File: src/rtl/pipeline_pkg.sv
// rtl/pipeline_pkg.sv - shared widths and ID/EX register layout for the RV32I pipeline
package pipeline_pkg;

  localparam int XLEN   = 32;
  localparam int REG_AW = 5;
  localparam int CTRL_W = 16;

  typedef struct packed {
    logic              valid;
    logic              reg_write;
    logic              mem_read;
    logic [REG_AW-1:0] rs1;
    logic [REG_AW-1:0] rs2;
    logic [REG_AW-1:0] rd;
    logic [XLEN-1:0]   rs1_val;
    logic [XLEN-1:0]   rs2_val;
    logic [XLEN-1:0]   pc;
    logic [XLEN-1:0]   imm;
    logic [CTRL_W-1:0] ctrl;
  } id_ex_t;

  localparam id_ex_t BUBBLE = '0;

endpackage

File: src/rtl/hazard_detect.sv
// rtl/hazard_detect.sv - load-use hazard detection between ID and an in-flight load in EX
module hazard_detect (
  input  logic       id_valid_i,
  input  logic [4:0] id_rs1_i,
  input  logic [4:0] id_rs2_i,
  input  logic       ex_valid_i,
  input  logic       ex_mem_read_i,
  input  logic [4:0] ex_rd_i,
  output logic       lu_o
);

  // rs2 is compared even for instructions that ignore it; a false hit only costs a bubble
  assign lu_o = id_valid_i && ex_valid_i && ex_mem_read_i && (ex_rd_i != 5'd0) &&
                ((ex_rd_i == id_rs1_i) || (ex_rd_i == id_rs2_i));

endmodule

File: src/rtl/id_ex_stage.sv
// rtl/id_ex_stage.sv - ID/EX pipeline register with WB bypass, load-use bubbles and stall counter
module id_ex_stage #(
  parameter int XLEN   = 32,
  parameter int CTRL_W = 16,
  parameter int CNT_W  = 16
) (
  input  logic              clk,
  input  logic              reset,
  input  logic              id_valid,
  input  logic [4:0]        id_rs1,
  input  logic [4:0]        id_rs2,
  input  logic [4:0]        id_rd,
  input  logic              id_reg_write,
  input  logic              id_mem_read,
  input  logic [CTRL_W-1:0] id_ctrl,
  input  logic [XLEN-1:0]   id_pc,
  input  logic [XLEN-1:0]   id_imm,
  input  logic [XLEN-1:0]   rf_rd1,
  input  logic [XLEN-1:0]   rf_rd2,
  input  logic              wb_we,
  input  logic [4:0]        wb_rd,
  input  logic [XLEN-1:0]   wb_wd,
  input  logic              flush,
  input  logic              hold,
  output logic              load_use_stall,
  output logic              ex_valid,
  output logic              ex_reg_write,
  output logic              ex_mem_read,
  output logic [4:0]        ex_rs1,
  output logic [4:0]        ex_rs2,
  output logic [4:0]        ex_rd,
  output logic [XLEN-1:0]   ex_rs1_val,
  output logic [XLEN-1:0]   ex_rs2_val,
  output logic [XLEN-1:0]   ex_pc,
  output logic [XLEN-1:0]   ex_imm,
  output logic [CTRL_W-1:0] ex_ctrl,
  output logic [CNT_W-1:0]  stall_count
);

  import pipeline_pkg::*;

  logic [XLEN-1:0]  op1, op2;
  logic             lu;
  id_ex_t           ex_q, ex_d;
  logic [CNT_W-1:0] cnt_q, cnt_d;

  // The register file writes on the edge but reads combinationally, so same-cycle WB data is forwarded
  always_comb begin
    op1 = rf_rd1;
    if (id_rs1 == 5'd0)                     op1 = '0;
    else if (wb_we && (wb_rd == id_rs1))    op1 = wb_wd;
    op2 = rf_rd2;
    if (id_rs2 == 5'd0)                     op2 = '0;
    else if (wb_we && (wb_rd == id_rs2))    op2 = wb_wd;
  end

  hazard_detect u_hazard (
    .id_valid_i    (id_valid),
    .id_rs1_i      (id_rs1),
    .id_rs2_i      (id_rs2),
    .ex_valid_i    (ex_q.valid),
    .ex_mem_read_i (ex_q.mem_read),
    .ex_rd_i       (ex_q.rd),
    .lu_o          (lu)
  );

  assign load_use_stall = lu && !flush && !hold;

  always_comb begin
    ex_d  = ex_q;
    cnt_d = cnt_q;
    if (flush) begin
      ex_d = BUBBLE;
    end else if (hold) begin
      // Refresh held operands so a long hold does not leave EX with stale register values
      if (ex_q.valid && wb_we && (wb_rd != 5'd0)) begin
        if (wb_rd == ex_q.rs1) ex_d.rs1_val = wb_wd;
        if (wb_rd == ex_q.rs2) ex_d.rs2_val = wb_wd;
      end
    end else if (lu) begin
      ex_d = BUBBLE;
      if (cnt_q != '1) cnt_d = cnt_q + CNT_W'(1);
    end else begin
      ex_d.valid     = id_valid;
      ex_d.reg_write = id_valid && id_reg_write;
      ex_d.mem_read  = id_valid && id_mem_read;
      ex_d.rs1       = id_rs1;
      ex_d.rs2       = id_rs2;
      ex_d.rd        = id_rd;
      ex_d.rs1_val   = op1;
      ex_d.rs2_val   = op2;
      ex_d.pc        = id_pc;
      ex_d.imm       = id_imm;
      ex_d.ctrl      = id_ctrl;
    end
  end

  always_ff @(posedge clk or posedge reset) begin
    if (reset) begin
      ex_q  <= BUBBLE;
      cnt_q <= '0;
    end else begin
      ex_q  <= ex_d;
      cnt_q <= cnt_d;
    end
  end

  assign ex_valid     = ex_q.valid;
  assign ex_reg_write = ex_q.reg_write;
  assign ex_mem_read  = ex_q.mem_read;
  assign ex_rs1       = ex_q.rs1;
  assign ex_rs2       = ex_q.rs2;
  assign ex_rd        = ex_q.rd;
  assign ex_rs1_val   = ex_q.rs1_val;
  assign ex_rs2_val   = ex_q.rs2_val;
  assign ex_pc        = ex_q.pc;
  assign ex_imm       = ex_q.imm;
  assign ex_ctrl      = ex_q.ctrl;
  assign stall_count  = cnt_q;

endmodule

File: config.mk
export PLATFORM = sky130hd
export DESIGN_NAME = id_ex_stage
export DESIGN_NICKNAME = d
export VERILOG_FILES = /design/src/rtl/pipeline_pkg.sv /design/src/rtl/hazard_detect.sv /design/src/rtl/id_ex_stage.sv
export SDC_FILE = /design/constraint.sdc
export NUM_CORES = 1
export LEC_CHECK = 0
export BUFFER_PORTS_ARGS = -buffer_cell sky130_fd_sc_hd__buf_2
export CAP_MARGIN = 15
export CORE_ASPECT_RATIO = 0.5
export CORE_MARGIN = 2
export CORE_UTILIZATION = 43
export CTS_CLUSTER_SIZE = 16
export DETAILED_ROUTE_END_ITERATION = 6
export GPL_ROUTABILITY_DRIVEN = 1
export HOLD_SLACK_MARGIN = 0.15
export MAX_ROUTING_LAYER = met4
export PLACE_DENSITY = 0.77
export SYNTH_ARGS = -nofsm -noshare
export SYNTH_HDL_FRONTEND = slang
export SYNTH_SLANG_ARGS = --single-unit
File: constraint.sdc
create_clock -name clk -period 6.3 [get_ports clk]
set_input_delay 1.26 -clock clk [delete_from_list [all_inputs] [get_ports clk]]
set_output_delay 1.26 -clock clk [all_outputs]
set_load 0.02 [all_outputs]
# == Word-level counts from Yosys, hierarchy flattened ==
# Index checks and enable logic that the tools add are counted.
# classes
n_eq_ne,11
bitwise,2
n_mux,12
add_sub_neg,1
reduce_logical,22
# ops
operator,n
162-bit two-way mux,2
32-bit two-way mux,6
64-bit two-way mux,2
80-bit two-way mux,1
5-bit equality test,6
18-bit two-way mux,1
16-bit by 1-bit adder with 16-bit output (second input constant),1
16-bit inequality test (second input constant),1
1-bit logical AND,12
5-bit zero test,2
5-bit nonzero test,2
3-bit by 2-bit inequality test with 1-bit output (second input constant),3
2-bit AND reduction,2
4-bit AND reduction,1
1-bit zero test,2
2-bit inequality test (second input constant),1
1-bit inverter,2
1-bit logical OR,1
# word_totals
in_bits,204
wordCells,60
ff_bits,178
output_inout_bits,179

# == Longest topological paths before layout ==
# Gate-level depths: netlist (run 1).
# depth
depth_word,7
ltp_mapped,9

# == Hierarchy ==
# A second synthesis (run 1) with hierarchy kept.
# unflattened
hier_cells,650
hier_area_um2,7758.7
# by_module_without_submodules
module,cells_per_inst,n_inst,seq_area_each_um2,area_per_inst_um2
id_ex_stage,633,1,4454.3,7629.8
hazard_detect,17,1,0.0,128.9

# == Least setup slack after synthesis (run 1) ==
# OpenSTA, ideal clock, no wires.
# synth_path
path_type,input port to output port
from,input id_rs1[4]
to,output load_use_stall
t_arrival_ps,2102
n_path_buf,0
path_slack_ps,2938
required_time_ps,5040
stages,5
path_cell_list,xnor2_1 nand3_1 o22ai_2 nand3b_2 inv_1
# synth_via
elab_chain_cells,5
# synth_lines
item,line_no,source
start: declaration,id_ex_stage.sv:10,"input logic [4:0] id_rs1,"
5-bit equality test,hazard_detect.sv:14,((ex_rd_i == id_rs1_i) || (ex_rd_i == id_rs2_i));
1-bit logical OR,hazard_detect.sv:14,
1-bit logical AND,hazard_detect.sv:13,assign lu_o = id_valid_i && ex_valid_i && ex_mem_read_i && (ex_rd_i != 5'd0) &&
1-bit logical AND (2 in a row),id_ex_stage.sv:67,assign load_use_stall = lu && !flush && !hold;
end: declaration,id_ex_stage.sv:25,"output logic load_use_stall,"
# No other way between the ends.

# == Final worst setup path (run 1) ==
# layout_path
from,input id_rs1[0]
to,output load_use_stall
# The elaborated chain is that of the path after synthesis.

==> out/results.ini, run 1 <==
[setup_path]
cp.required_ns=5.04
ff2ff_path_depth=8
max_stage_delay_ns=0.29
worst_setup_path_end_kind=output port
path_cells=buf_2, xnor2_1, nand3_1, o22ai_2, nand3b_2, inv_1, buf_2
critPathArrivalTime_ns=2.43
worstSetupPathType=input pin to output port
cp_num_cells=7
cp_common_cell=buf_2
cp_slowest_cell=o22ai_2
critical-path-top-delay-family=buffers and inverters
critPathMaxFanout=9
cp_num_buf_inv=3
worst_setup_path_start_kind=input pin

[power_and_ir_drop]
pwr-share-comb=0.173
switching_share=0.3028
p_int_uw=1925
p_per_area_nw_per_um2=253.0
switchingPower_uw=836.0
ir_drop_v=0.0001825
clkPwrFrac=0.370
seq_power_share=0.457
leakage_uw=0.005439

[floorplan]
core-area_um2=18740
start_util=0.4464
dieArea_um2=20660
die_w_um=201.3
die_h_um=102.6
ios=383
rows=35

[sta]
rsz0062_at_grt=false
fin_crit_ns=3.694
relSlewSlack=0.2695
finalCritPeriodShare=0.5864
setup_viol=0
final_max_slew_viol_count=0
fin_tns_setup_ns=0
finClkSkew_ns=0.01429
worstMarginPinSlew_ns=1.096
hold_violations=0
fmax_mhz=270.7

[final_layout]
fin_util=0.5822
drive_above_1_share=0.4700
nNetsFinal=1226
area.growth.synth_to_final_pct=30.42

[flow_run]
drv_cap=0

[clock_tree]
clk_pin_slew_ns=0.07
clock_path_buffers=2
numCtsBuffers=17
cts_tree=built
clkSinkCount=178
cts_root_buf=clkbuf_16
post_cts_buffers=0
cts_htree_levels=4
cts_resized=0
hold_buffers=0
clk_latency_ns=0.42

[global_route]
antenna_found_initial=1
grt_pass1_wl_um=38250
grt_max_degree=87
overflow=0
first_global_vias=7131
track_usage=0.2419

[synthesis]
syn_inst=668
syn_nets=873
yosys_warnings=0
ys_ff_latch=178
synthArstFlopShare=1.000
yosysSeqAreaShare=0.5324
synth_area_um2=8367
postSynthAreaPerCell_um2=12.53
synth_ff_type=dfrtp_1
synth_edf_count=0
synth_cell_types=40

[worst_hold_path]
hp-class=flip-flop to flip-flop
min_path_cells=2

[placed_design]
io_buffers=382
dp_hpwl_um=18020
gp_congestion=0.9130

[drt]
drt_iter0_markers=391
dr.max_layer_used=met4
route.detailed.drc=0
m1WireLength_um=10220
wl_met3_um=1381
post_drt_wl_per_cell_um=19.11
vias=7042
wl_met2_um=12670
antenna_left=0
first_pass_iters=4
wl_um=24770
vias_per_cell=5.434

[status]
status=finished clean

worst register-to-register path, cell delays in order (launching register included):
cell	delay, ns
dfrtp_1	0.47
xnor2_1	0.19
nand3_1	0.12
o22ai_2	0.29
a21oi_4	0.08
buf_4	0.31
o21ai_4	0.14
buf_4	0.47
o221ai_1	0.24
power groups by stage:
stage | logic, uW | clock network, uW | registers, uW
final | 476 | 1020 | 1260
after global routing | 512 | 1100 | 1270
after CTS | 482 | 1050 | 1260
after detailed placement | 481 | 0 | 1280
after global placement | 471 | 0 | 1280
after floorplan | 197 | 0 | 1370
kinds of logic after synthesis:
family	synth area share
muxes	0.07791
and+or+nand+nor	0.07806
xor gates and xnor gates	0.04711
DFF	0.5324
buffers and inverters	0.04800
adders and majority gates	0.001495
AOI/OAI and AO/OA	0.2150
per-layer routing:
metal | up-vias | track usage
met4 | 0 | 0.08032
met2 | 244 | 0.4112
met5 | - | -
met1 | 3525 | 0.2963
li1 | 3227 | -
met3 | 46 | 0.04678
placed cells by master, fill, tap and decap left out, types with 5 or more instances in the layout:
cell	netlist	final
o221ai_2	47	47
a22o_1	96	96
xor2_1	19	19
buf_4	6	10
buf_2	15	382
nor3_1	6	6
dfrtp_1	178	178
o221ai_1	17	17
nand3_1	8	8
xnor2_1	26	26
clkbuf_16	0	17
mux2i_1	64	64
nand2_1	104	104
inv_6	0	5
area by class of cell:
cell class                 count  area [um2]
clock inverter                15       145.1
fill                        1603        7831
multi-input combinational    427        3545
timing repair buffer         392        1987
antenna                        3       7.507
clock buffer                  17       425.4
sequential                   178        4454
inverter                       5       23.77
tap                          259       324.1
per-stage QoR:
step	power (uW)	area, um2	hold slack [ns]	instances	worst slack, ns
global route	2880	10910	0.5032	1294	2.462
CTS	2793	10900	0.4896	1293	2.593
finish	2761	10910	0.4874	1296	2.606
global placement	1753	10330	0.4686	1261	2.591
floorplan	1566	8367	0.5875	668	0.2097
detailed placement	1763	10330	0.4702	1261	2.463
Yosys cell counts (2+ instances only):
library cell / n / area (um2)
a22o_1: 96 / 840.8
a32o_1: 2 / 20.02
and3_1: 5 / 31.28
buf_2: 15 / 75.07
buf_4: 6 / 45.04
buf_6: 12 / 135.1
buf_8: 3 / 45.04
clkbuf_1: 22 / 82.58
dfrtp_1: 178 / 4454
inv_1: 5 / 18.77
mux2i_1: 64 / 640.6
nand2_1: 104 / 390.4
nand2b_1: 2 / 12.51
nand3_1: 8 / 40.04
nand4_1: 4 / 25.02
nor2_1: 4 / 15.01
nor3_1: 6 / 30.03
nor4_1: 3 / 18.77
o21ai_1: 2 / 10.01
o221ai_1: 17 / 148.9
o221ai_2: 47 / 705.7
or4_1: 2 / 15.01
xnor2_1: 26 / 227.7
xor2_1: 19 / 166.4
registers in the layout, summed over array words and instances (netlist names), 5 cells and up:
| name | cells |
|---|---|
| ex_imm | 32 |
| ex_pc | 32 |
| ex_rs1_val | 32 |
| ex_rs2_val | 32 |
| ex_ctrl | 16 |
| stall_count | 16 |
| ex_rd | 5 |
| ex_rs1 | 5 |
| ex_rs2 | 5 |
path summary, 6_finish.rpt:
| check | slack, ns | endpoint | startpoint |
|---|---|---|---|
| worst max-delay path | 2.61 | load_use_stall | id_rs1[0] |
| worst min-delay path | 0.49 | ex_rs2_val[31] | ex_rs2_val[31] |
| worst max register to register | 3.85 | ex_rs2_val[21] | ex_rd[0] |
| worst min register to register | 0.49 | ex_rs2_val[31] | ex_rs2_val[31] |
| max in group asynchronous | 4.07 | ex_rs1_val[6] | reset |
| min in group asynchronous | 0.94 | stall_count[2] | reset |
No activity file was read; power rests on OpenSTA's default activity.
==> inputs of run 2 (changes only) <==
--- a/config.mk
+++ b/config.mk
@@ -9,13 +9,13 @@
 export CAP_MARGIN = 15
 export CORE_ASPECT_RATIO = 0.5
 export CORE_MARGIN = 2
-export CORE_UTILIZATION = 43
+export CORE_UTILIZATION = 47
 export CTS_CLUSTER_SIZE = 16
 export DETAILED_ROUTE_END_ITERATION = 6
 export GPL_ROUTABILITY_DRIVEN = 1
 export HOLD_SLACK_MARGIN = 0.15
 export MAX_ROUTING_LAYER = met4
-export PLACE_DENSITY = 0.77
+export PLACE_DENSITY = 0.8
 export SYNTH_ARGS = -nofsm -noshare
 export SYNTH_HDL_FRONTEND = slang
 export SYNTH_SLANG_ARGS = --single-unit
==> constraint.sdc (replaced) <==
create_clock -name clk -period 3.6 [get_ports clk]
set_input_delay 0.72 -clock clk [delete_from_list [all_inputs] [get_ports clk]]
set_output_delay 0.72 -clock clk [all_outputs]
set_load 0.02 [all_outputs]
==> run 2 against run 1 <==
Compared with the run above:
- clock skew is 0.00076 ns lower
- clock power is 81% higher
- first-iteration DRC count down 47%
- core utilization grew 5.0 points
- clock-buffer cell count rose by 1
- via count rose by 1.1%
- worst setup slack worse by 1.7 ns
- die area decreased by 8.3%
- register-to-register slack worse by 2.6 ns
- cell area rose by 0.81%
- critical path type is now flip-flop to output port
- critical endpoint unchanged
- largest power group unchanged
==> out/results.ini, run 2 (synthesis results as in run 1) <==
[sta]
rsz0062_at_grt=false
setup_viol=0
relSlewSlack=0.3180
worstMarginPinSlew_ns=1.023
fin_tns_setup_ns=0
hold_violations=0
finClkSkew_ns=0.01354
fmax_mhz=369.7
finalCritPeriodShare=0.7513
fin_crit_ns=2.705
final_max_slew_viol_count=0

[floorplan]
die_h_um=98.35
dieArea_um2=18950
die_w_um=192.7
rows=34
ios=383
start_util=0.4809
core-area_um2=17400

[clock_tree]
clkSinkCount=178
hold_buffers=0
clk_pin_slew_ns=0.07
cts_tree=built
cts_htree_levels=4
post_cts_buffers=0
clock_path_buffers=2
clk_latency_ns=0.42
numCtsBuffers=17
cts_root_buf=clkbuf_16
cts_resized=0

[drt]
vias=7120
wl_um=24920
wl_met3_um=1460
vias_per_cell=5.580
post_drt_wl_per_cell_um=19.53
drt_iter0_markers=208
antenna_left=0
route.detailed.drc=0
dr.max_layer_used=met4
m1WireLength_um=9995
wl_met2_um=12690
first_pass_iters=5

[flow_run]
drv_cap=0

[power_and_ir_drop]
leakage_uw=0.005488
ir_drop_v=0.0003307
finalPower_uw=4908
p_per_area_nw_per_um2=446.1

[setup_path]
critPathMaxFanout=9
worstSetupPathType=flip-flop to output port
cp.required_ns=2.88
path_cells=xnor2_1, nand3_1, o22ai_2, nand3b_2, inv_1, buf_2
cp_slowest_cell=dfrtp_1
max_stage_delay_ns=0.47
worst_setup_path_end_kind=output port
critPathArrivalTime_ns=1.98
worst_setup_path_start_kind=flip-flop
critical-path-top-delay-family=flip-flops
cp_num_buf_inv=2

[final_layout]
finalInstanceArea_um2=11000
fill_cells=1412
nNetsFinal=1231
final_cell_mix=buf_2, dfrtp_1, nand2_1
drive_above_1_share=0.4716
final_common_cell=buf_2
fin_util=0.6322
area.growth.synth_to_final_pct=31.48

[global_route]
antenna_found_initial=3
overflow=0
first_global_vias=7366
grt_pass1_wl_um=38770
grt_max_degree=99
track_usage=0.2695

[status]
status=finished clean

[placed_design]
io_buffers=382
dp_hpwl_um=18000
gp_congestion=0.9034
place_area_um2=10400

[worst_hold_path]
hp-class=input pin to asynchronous set/reset pin

[run 2: changes by cell type in the layout (fill, tap and decap cells not counted)]
cell / before / now
buf_12: 0 / 5
inv_6: 5 / 3
inv_8: 3 / 4
clkinv_8: 2 / 4
clkinv_2: 2 / 0
clkbuf_1: 0 / 1
[run 2: final cells by class]
class	count	area (um2)	share of cell area
clock inverters	14	162.7	0.01479
diodes	3	7.507	0.0006824
inverters	5	22.52	0.002047
clock buffers	18	429.2	0.03901
flip-flops and latches	178	4454	0.4049
well taps	234	292.8	0.02662
multi-input cells	427	3545	0.3222
repair buffers	397	2087	0.1897
[run 2: power breakdown]
| group | switching (uW) | internal, uW | leakage [uW] |
|---|---|---|---|
| clock | 913 | 939 | 0.000288 |
| sequential | 84.8 | 2130 | 0.00234 |
| combinational | 513 | 332 | 0.00286 |
[run 2: per-stage QoR]
step	hold WS [ns]	worst slack, ns	cells
2_1_floorplan	0.5875	0.5994	668
3_3_place_gp	0.4658	0.8521	1241
3_5_place_dp	0.4653	0.7780	1241
4_1_cts	0.4833	0.8979	1273
5_1_grt	0.4865	0.7330	1276
6_report	0.4661	0.8954	1276
[run 2: final timing paths]
kind / from / end / slack (ns) / cells past startpoint
max: ex_rd[0] / load_use_stall / 0.90 / 6
min: reset / ex_ctrl[9] / 0.47 / 2
max reg2reg: ex_rd[1] / ex_mem_read / 1.22 / 5
min reg2reg: stall_count[15] / stall_count[15] / 0.48 / 1
max in group asynchronous: reset / stall_count[2] / 2.33 / 3
min in group clk: stall_count[15] / stall_count[15] / 0.48 / 1
[run 2: worst register-to-register path: cells and delay by family, from the launching register on]
kind	cells	cell delay (ns)
DFF	1	0.49
buffers and inverters	1	0.81
AOI/OAI and AO/OA	3	0.77
and+or+nand+nor	1	0.26
[run 2: per-layer routing]
layer | vias to the layer above | global-route usage
met4 | 0 | 0.1069
li1 | 3249 | -
met3 | 59 | 0.04601
met5 | - | -
met2 | 296 | 0.4533
met1 | 3516 | 0.3241
